`config.mk`:
```
export PLATFORM = sky130hd
export DESIGN_NAME = input_debouncer_flat
export DESIGN_NICKNAME = d
export VERILOG_FILES = /design/src/rtl/input_debouncer_if.sv /design/src/rtl/input_debouncer.sv /design/src/flat_wrapper.sv
export SDC_FILE = /design/constraint.sdc
export NUM_CORES = 1
export LEC_CHECK = 0
export ABC_AREA = 1
export BUFFER_PORTS_ARGS = -buffer_cell sky130_fd_sc_hd__buf_2
export CELL_PAD_IN_SITES_DETAIL_PLACEMENT = 0
export CELL_PAD_IN_SITES_GLOBAL_PLACEMENT = 1
export CORE_MARGIN = 3
export CORE_UTILIZATION = 46
export CTS_CLUSTER_SIZE = 16
export DETAILED_ROUTE_END_ITERATION = 7
export PLACE_DENSITY_LB_ADDON = 0.2
export SKIP_CTS_REPAIR_TIMING = 1
export SLEW_MARGIN = 20
export SYNTH_ARGS = -nofsm -noshare
export SYNTH_HDL_FRONTEND = slang
export SYNTH_SLANG_ARGS = --single-unit
```
`constraint.sdc`:
```
create_clock -name clk -period 1.8 [get_ports clk]
set_input_delay 0.18 -clock clk [delete_from_list [all_inputs] [get_ports clk]]
set_output_delay 0.18 -clock clk [all_outputs]
set_load 0.02 [all_outputs]
```
`src/rtl/input_debouncer_if.sv`:
```
// Signal bundle between the button debouncer (master) and the stage that
// consumes its conditioned outputs (slave).
interface input_debouncer_if;
    logic btn_in;
    logic level;
    logic press_pulse;
    logic release_pulse;
    logic toggle;
    logic long_press;

    modport master (
        input  btn_in,
        output level, press_pulse, release_pulse, toggle, long_press
    );

    modport slave (
        output btn_in,
        input  level, press_pulse, release_pulse, toggle, long_press
    );
endinterface

```
`src/rtl/input_debouncer.sv`:
```
// Push-button conditioner: 2-flop synchronizer, debounce FSM, press/release pulses and toggle.
// Optional long-press pulse enabled by defining INPUT_DEBOUNCER_LONGPRESS_EN.
module input_debouncer #(
    parameter int CNT_W           = 24,
    parameter int DEBOUNCE_CYCLES = 50000,
    parameter int LONG_CYCLES     = 5000000
) (
    input  logic              clk,
    input  logic              rst_n,
    input_debouncer_if.master bus
);
    if (DEBOUNCE_CYCLES < 2 || longint'(DEBOUNCE_CYCLES) >= (longint'(1) << CNT_W)) begin : g_bad_db
        $error("DEBOUNCE_CYCLES out of range for CNT_W");
    end
    if (LONG_CYCLES < 2 || longint'(LONG_CYCLES) >= (longint'(1) << CNT_W)) begin : g_bad_lp
        $error("LONG_CYCLES out of range for CNT_W");
    end

    localparam logic [CNT_W-1:0] DB_LAST = CNT_W'(DEBOUNCE_CYCLES - 1);

    typedef enum logic [1:0] {
        IDLE         = 2'd0,
        PRESS_WAIT   = 2'd1,
        HELD         = 2'd2,
        RELEASE_WAIT = 2'd3
    } state_t;

    state_t           state_q, state_d;
    logic [CNT_W-1:0] cnt_q, cnt_d;
    logic             s1_q, s2_q;
    logic             level_q, level_d;
    logic             press_q, press_d;
    logic             release_q, release_d;
    logic             toggle_q, toggle_d;

`ifdef INPUT_DEBOUNCER_LONGPRESS_EN
    // Saturating one past the trigger value guarantees a single pulse per press.
    localparam logic [CNT_W-1:0] LP_LAST = CNT_W'(LONG_CYCLES - 1);
    localparam logic [CNT_W-1:0] LP_SAT  = CNT_W'(LONG_CYCLES);

    logic [CNT_W-1:0] lp_cnt_q, lp_cnt_d;
    logic             long_q, long_d;
`endif

    always_comb begin
        state_d   = state_q;
        cnt_d     = cnt_q;
        level_d   = level_q;
        press_d   = 1'b0;
        release_d = 1'b0;
        toggle_d  = toggle_q;
`ifdef INPUT_DEBOUNCER_LONGPRESS_EN
        lp_cnt_d  = lp_cnt_q;
        long_d    = 1'b0;
`endif
        case (state_q)
            IDLE: begin
                if (s2_q) begin
                    state_d = PRESS_WAIT;
                    cnt_d   = '0;
                end
            end
            PRESS_WAIT: begin
                if (!s2_q) begin
                    state_d = IDLE;
                    cnt_d   = '0;
                end else if (cnt_q == DB_LAST) begin
                    state_d  = HELD;
                    cnt_d    = '0;
                    level_d  = 1'b1;
                    press_d  = 1'b1;
                    toggle_d = ~toggle_q;
`ifdef INPUT_DEBOUNCER_LONGPRESS_EN
                    lp_cnt_d = '0;
`endif
                end else begin
                    cnt_d = cnt_q + CNT_W'(1);
                end
            end
            HELD: begin
                if (!s2_q) begin
                    state_d = RELEASE_WAIT;
                    cnt_d   = '0;
                end
`ifdef INPUT_DEBOUNCER_LONGPRESS_EN
                else if (lp_cnt_q == LP_LAST) begin
                    long_d   = 1'b1;
                    lp_cnt_d = LP_SAT;
                end else if (lp_cnt_q != LP_SAT) begin
                    lp_cnt_d = lp_cnt_q + CNT_W'(1);
                end
`endif
            end
            RELEASE_WAIT: begin
                // A bounce back to 1 silently resumes HELD; level never dropped.
                if (s2_q) begin
                    state_d = HELD;
                    cnt_d   = '0;
                end else if (cnt_q == DB_LAST) begin
                    state_d   = IDLE;
                    cnt_d     = '0;
                    level_d   = 1'b0;
                    release_d = 1'b1;
                end else begin
                    cnt_d = cnt_q + CNT_W'(1);
                end
            end
            default: begin
                state_d = IDLE;
                cnt_d   = '0;
            end
        endcase
    end

    always_ff @(posedge clk or negedge rst_n) begin
        if (!rst_n) begin
            s1_q      <= 1'b0;
            s2_q      <= 1'b0;
            state_q   <= IDLE;
            cnt_q     <= '0;
            level_q   <= 1'b0;
            press_q   <= 1'b0;
            release_q <= 1'b0;
            toggle_q  <= 1'b0;
`ifdef INPUT_DEBOUNCER_LONGPRESS_EN
            lp_cnt_q  <= '0;
            long_q    <= 1'b0;
`endif
        end else begin
            s1_q      <= bus.btn_in;
            s2_q      <= s1_q;
            state_q   <= state_d;
            cnt_q     <= cnt_d;
            level_q   <= level_d;
            press_q   <= press_d;
            release_q <= release_d;
            toggle_q  <= toggle_d;
`ifdef INPUT_DEBOUNCER_LONGPRESS_EN
            lp_cnt_q  <= lp_cnt_d;
            long_q    <= long_d;
`endif
        end
    end

    assign bus.level         = level_q;
    assign bus.press_pulse   = press_q;
    assign bus.release_pulse = release_q;
    assign bus.toggle        = toggle_q;
`ifdef INPUT_DEBOUNCER_LONGPRESS_EN
    assign bus.long_press    = long_q;
`else
    assign bus.long_press    = 1'b0;
`endif

endmodule
```
`src/flat_wrapper.sv`:
```
// flat-port wrapper written by rule: the top's interface ports become plain ports
module input_debouncer_flat 
#(
    parameter int CNT_W           = 24,
    parameter int DEBOUNCE_CYCLES = 50000,
    parameter int LONG_CYCLES     = 5000000
)
  (clk, rst_n, bus_btn_in, bus_level, bus_press_pulse, bus_release_pulse, bus_toggle, bus_long_press);
  input_debouncer_if bus_i ();
  input  logic clk;
  input  logic rst_n;
  input wire logic [$bits(bus_i.btn_in)-1:0] bus_btn_in;
  output wire logic [$bits(bus_i.level)-1:0] bus_level;
  output wire logic [$bits(bus_i.press_pulse)-1:0] bus_press_pulse;
  output wire logic [$bits(bus_i.release_pulse)-1:0] bus_release_pulse;
  output wire logic [$bits(bus_i.toggle)-1:0] bus_toggle;
  output wire logic [$bits(bus_i.long_press)-1:0] bus_long_press;
  assign bus_i.btn_in = bus_btn_in;
  assign bus_level = bus_i.level;
  assign bus_press_pulse = bus_i.press_pulse;
  assign bus_release_pulse = bus_i.release_pulse;
  assign bus_toggle = bus_i.toggle;
  assign bus_long_press = bus_i.long_press;
  input_debouncer #(.CNT_W(CNT_W), .DEBOUNCE_CYCLES(DEBOUNCE_CYCLES), .LONG_CYCLES(LONG_CYCLES)) u_core (.clk(clk), .rst_n(rst_n), .bus(bus_i));
endmodule
```
Word level (Yosys, flattened, before mapping)
Index checks and enable logic that the tools add are counted.
- flip-flop bits (word level): 32
- output and inout port bits: 5
- logic and storage cells: 51
- add/sub/neg operators: 1
- equal/unequal tests: 12
- muxes and demuxes: 23
- bitwise gates (word level): 1
- reduce and logical (&&, ||, !) cells: 6
- operators by type and width (operator ; count):
    $mux 24 ; 5
    $pmux 24 s4 ; 1
    $add 24x1->24 const B ; 1
    $eq 24x16->1 const B ; 1
    $mux 2 ; 6
    $mux 1 ; 9
    $ne 2x1->1 const B ; 4
    $pmux 2 s4 ; 1
    $reduce_and 5->1 ; 1
    $eq 2x2->1 const B ; 2
    $ne 2x2->1 const B ; 2
    $reduce_and 4->1 ; 1
    $ne 3x1->1 const B ; 1
    $ne 3x3->1 const B ; 1
    $reduce_and 3->1 ; 1
    $eq 2x1->1 const B ; 1
    $logic_not 2->1 ; 1
    $pmux 1 s2 ; 1
    $reduce_and 2->1 ; 1
    $reduce_bool 2->1 ; 1
    $not 1->1 ; 1

Depth between registers and ports, before layout
- depth after elaboration: 4
- gate-level depth with buffers: 10
- gate-level depth less buffers: 10

Worst setup path before layout
OpenSTA, ideal clock, no wires.
- path kind: reg-to-reg
- from: reg u_core.cnt_q[0]
- to: reg u_core.cnt_q[10]
- setup time: 126 ps
- arrival: 1306 ps
- data required time: 1674 ps
- slack: 368 ps
- stages on the path, launching flop included: 8
- buffers on the path: 1
- period minus slack after synthesis: 1432 ps
- cells stage by stage: dfrtp_1 > ha_1 > nand3_2 > nor2_2 > nand3_4 > nand2_4 > buf_12 > o22ai_2
- longest elaborated chain between the ends: 4
- elaborated cells between the ends (all ways): 6
- those cells by class: 1 x add/sub; 1 x eq/ne; 4 x mux
- ends and longest elaborated chain (what ; RTL line ; source):
    start, declared ; input_debouncer.sv:29 ; logic [CNT_W-1:0] cnt_q, cnt_d;
    start signal, assigned ; input_debouncer.sv:133 ; cnt_q <= cnt_d;
    $add 24x1->24 / $eq 24x16->1 (equally long branches) ; -- ;
    $mux 24 (*) ; input_debouncer.sv:67, input_debouncer.sv:99 ;
    $mux 24 (on tied branches) ; input_debouncer.sv:96, input_debouncer.sv:64 ;
    $pmux 24 s4 (*) ; input_debouncer.sv:56 ; case (state_q)
Mark *: on every way between the ends. The rest lies on a longest branch, timed or not.
A chain may end at the register's enable or synchronous reset.

Final worst setup path
- from: reg u_core.cnt_q[0]
- to: reg u_core.cnt_q[17]
The elaborated chain is that of the path after synthesis.

==> impl_summary.log <==
INFO  metric drtPass1Iterations = 4
INFO  metric timing.clock.skew = 0.003945 ns
INFO  metric die_w = 69.86 um
INFO  metric hold_viol_final = 32
INFO  metric drive_above_1_share = 0.2186
INFO  metric synth.avg_cell_area = 8.119 sq um
INFO  metric status = complete, but fails checks
INFO  metric dominantRegCellSynth = sky130_fd_sc_hd__dfrtp_1
INFO  metric max_stage_delay = 0.39 ns
INFO  metric nets = 250
INFO  metric design.core.area = 0.003799 sq mm
INFO  metric proportion_of_synthesized_area_in_mux_cells = 0
INFO  metric yosys-top-cells-area = sky130_fd_sc_hd__dfrtp_1 43%, sky130_fd_sc_hd__nand2_1 12%, sky130_fd_sc_hd__nor2_1 5.8%, sky130_fd_sc_hd__inv_1 4.2%, sky130_fd_sc_hd__xor2_1 3.7%
INFO  metric crit_path_start_kind = register
INFO  metric report.final.slew_viol_count = 0
INFO  metric yosys.cell_types.count = 32
INFO  metric path_clk_slew = 0.06 ns
INFO  metric dominant_combinational_cell_family_by_area_after_synthesis = simple AND/OR/NAND/NOR gates
INFO  metric die_outline_area = 0.004880 sq mm
INFO  metric worst-slew-pin-transition = 0.7339 ns
INFO  metric setup_viol = 0
INFO  metric boundaryPins = 8
INFO  metric post-synth-top-area-cell = sky130_fd_sc_hd__dfrtp_1
INFO  metric critical_path_class = reg -> reg
INFO  metric clock_sinks = 32
INFO  metric routedWlPerCell = 12.54 um
INFO  metric critical_path_required = 1.98 ns
INFO  metric cp_dominant_cell_by_count = sky130_fd_sc_hd__nor2_1
INFO  metric drt_iter0_drc = 92
INFO  metric drtAntennaViolNets = 0
INFO  metric setup.worst_path.end_class = register
INFO  metric slowest_stage = sky130_fd_sc_hd__dfrtp_1
INFO  metric clock_tree_from_tritoncts = done
INFO  metric slew_headroom = 0.5107
INFO  metric maximum_ir_drop_on_the_vdd_rail = 0.0003964 V
INFO  metric holdWs = -0.04820 ns
INFO  metric violations = hold timing
INFO  metric maxClockFrequency = 619.7 MHz
INFO  metric timing.final.crit_period = 1.614 ns
INFO  metric initial_utilization = 0.4937
INFO  metric cp_data_arrival_time = 1.79 ns
INFO  metric yosys_register_bits = 32
INFO  metric core.rowCount = 22
INFO  metric worstPathBufferInverterCount = 0
INFO  metric synthMostInstantiatedCell = sky130_fd_sc_hd__nand2_1
INFO  metric synthArstFlopShare = 1.000
INFO  metric worstHoldPathType = in -> async
INFO  metric first_global_vias = 1,391
INFO  metric power_density = 936.1 mW/mm^2
INFO  metric synthSimpleGateAreaFrac = 0.3276
INFO  metric viasPerCell = 4.969
INFO  metric antenna_cells = 0
INFO  metric pin_count_of_the_biggest_net_entering_global_routing = 33
INFO  metric globalRouteTotalUtil = 0.1677
INFO  metric cap_viol_max_count = 0
INFO  metric synth_area_in_adders = 0.006671
INFO  metric area_growth = 10.01%
INFO  metric yosys.area_share.xor_xnor = 0.05137
INFO  metric number_of_warnings_issued_by_yosys = 0
INFO  metric layout_worst_path_cycle_share = 0.8965
INFO  metric finalWirelength = 3.700 mm
INFO  metric area_fraction_in_compound_gates_after_synthesis = 0.1147
INFO  metric post_dp_cell_area = 0.001963 sq mm
INFO  metric postLayoutCellArea = 0.002063 sq mm
INFO  metric antenna_found_initial = 0
INFO  metric cts.root.buffer_cell = sky130_fd_sc_hd__clkbuf_8
INFO  metric post-route-drc-count = 0
INFO  metric die_y = 69.86 um
INFO  metric synth-edff-count = 0
INFO  metric global_route.overflow_total = 0
INFO  metric dp_hpwl = 2.577 mm
INFO  metric clock_path_buffers = 2
INFO  metric synth_common_cells = 59 x sky130_fd_sc_hd__nand2_1, 32 x sky130_fd_sc_hd__dfrtp_1, 29 x sky130_fd_sc_hd__nor2_1
INFO  metric routed-via-count = 1,466
INFO  metric grt_first_pass_wirelength = 6.423 mm
INFO  metric synth.yosys.seq_area_share = 0.4270
INFO  metric setup_total_negative_slack = 0 ns
INFO  metric syn_nets = 235
INFO  metric cts_made_buffers = 5
INFO  metric htree_num_levels = 2
INFO  metric crit_family = simple AND/OR/NAND/NOR gates
INFO  metric synth_cells = 231
INFO  metric syn_area = 0.001876 sq mm
INFO  metric rsz0062_at_grt = false
INFO  metric cells_along_the_critical_path = ha_1, nand3_2, nor2_2, nand3_4, nand2_4, nor2_1, nor2_1, nor2_1
INFO  metric power_leakage = 0.9113 nW
INFO  metric placement.io_buffers = 6
INFO  metric critPathMaxFanout = 17
INFO  metric yosysTopAreaCellShare = 0.4270
INFO  metric routabilityCongestion = 0.7767
INFO  metric worst_skew_pair.late_latency = 0.29 ns
-- cell type report --
class                      instances  area, sq um
sequential                        32        800.8
fill                             362         1735
clock buffer                       8        90.09
multi-input combinational        170        942.2
inverter                          26        100.1
tap                               48        60.06
timing repair buffer              11        70.07
-- final timing paths --
kind	end	cells after the start	slack [ns]	startpoint
worst max-delay path	u_core.cnt_q[17]	8	0.19	u_core.cnt_q[0]
worst min-delay path	u_core.s2_q	1	-0.05	rst_n
worst max register to register	u_core.cnt_q[17]	8	0.19	u_core.cnt_q[0]
worst min register to register	u_core.s2_q	0	0.36	u_core.s1_q
max in group asynchronous	u_core.cnt_q[21]	1	1.38	rst_n
min in group clk	u_core.s2_q	0	0.36	u_core.s1_q
-- cell usage in the layout (no fill, tap or decap) --
cell,count
sky130_fd_sc_hd__nand2_1,59
sky130_fd_sc_hd__dfrtp_1,32
sky130_fd_sc_hd__nor2_1,29
sky130_fd_sc_hd__inv_1,21
sky130_fd_sc_hd__nand3_1,13
sky130_fd_sc_hd__xor2_1,8
sky130_fd_sc_hd__o21ai_1,7
sky130_fd_sc_hd__nor2_2,6
sky130_fd_sc_hd__nand2_2,6
sky130_fd_sc_hd__o21ai_2,6
sky130_fd_sc_hd__o21ai_0,6
sky130_fd_sc_hd__clkbuf_8,6
sky130_fd_sc_hd__buf_2,6
sky130_fd_sc_hd__a21oi_1,5
sky130_fd_sc_hd__inv_2,4
sky130_fd_sc_hd__o22ai_2,4
sky130_fd_sc_hd__buf_4,4
sky130_fd_sc_hd__nor2_4,3
sky130_fd_sc_hd__xnor2_1,3
sky130_fd_sc_hd__nand3_2,2
sky130_fd_sc_hd__nand3_4,2
sky130_fd_sc_hd__nor3_1,2
sky130_fd_sc_hd__clkbuf_1,2
sky130_fd_sc_hd__nand2_4,1
sky130_fd_sc_hd__nor3_4,1
sky130_fd_sc_hd__inv_4,1
sky130_fd_sc_hd__a21oi_2,1
sky130_fd_sc_hd__nand3b_1,1
sky130_fd_sc_hd__a31oi_1,1
sky130_fd_sc_hd__nor3_2,1
sky130_fd_sc_hd__o21bai_1,1
sky130_fd_sc_hd__ha_1,1
sky130_fd_sc_hd__conb_1,1
sky130_fd_sc_hd__dlygate4sd3_1,1
-- stage by stage --
| step | cells | hold slack [ns] | worst slack [ns] | power, mW | utilization |
|---|---|---|---|---|---|
| 3_5_place_dp | 286 | 0.2898 | 0.1776 | 1.374 | 0.5168 |
| 6_report | 295 | -0.04820 | 0.1863 | 1.931 | 0.5431 |
| 2_1_floorplan | 231 | -0.1156 | 0.3685 | 1.253 | - |
| 3_3_place_gp | 286 | 0.2834 | 0.2061 | 1.368 | 0.5168 |
| 4_1_cts | 294 | -0.01720 | 0.1653 | 1.950 | 0.5405 |
| 5_1_grt | 295 | 0.005270 | 0.02123 | 2.055 | 0.5431 |
-- report_power, final --
| group | total (mW) | switching (mW) | internal [mW] | leakage, nW |
|---|---|---|---|---|
| sequential | 0.826 | 0.0611 | 0.765 | 0.437 |
| combinational | 0.526 | 0.369 | 0.157 | 0.429 |
| clock | 0.579 | 0.267 | 0.312 | 0.0455 |
| total | 1.93 | 0.697 | 1.23 | 0.911 |
-- layer usage --
metal  part of all wire  up-vias  track usage
met1               0.48      675       0.2137
met3              0.037        7      0.05036
met5                  0        -            0
met2               0.46       23       0.2655
li1                   -      761            -
met4              0.022        0      0.06809
-- logic make-up after synthesis --
family                     count (synthesis)
DFF                                       32
buffers and inverters                     29
and+or+nand+nor                          126
other                                      1
xor gates and xnor gates                  11
AOI/OAI and AO/OA                         31
adders and majority gates                  1
-- sequential cells by signal (all words and copies together), names as in the netlist, named ones only --
register                  cells
u_core.cnt_q                 24
u_core.s1_q                   1
u_core.bus.toggle             1
u_core.bus.press_pulse        1
u_core.state_q                1
u_core.bus.release_pulse      1
u_core.s2_q                   1
u_core.bus.level              1
(Power assumes the default switching activity.)
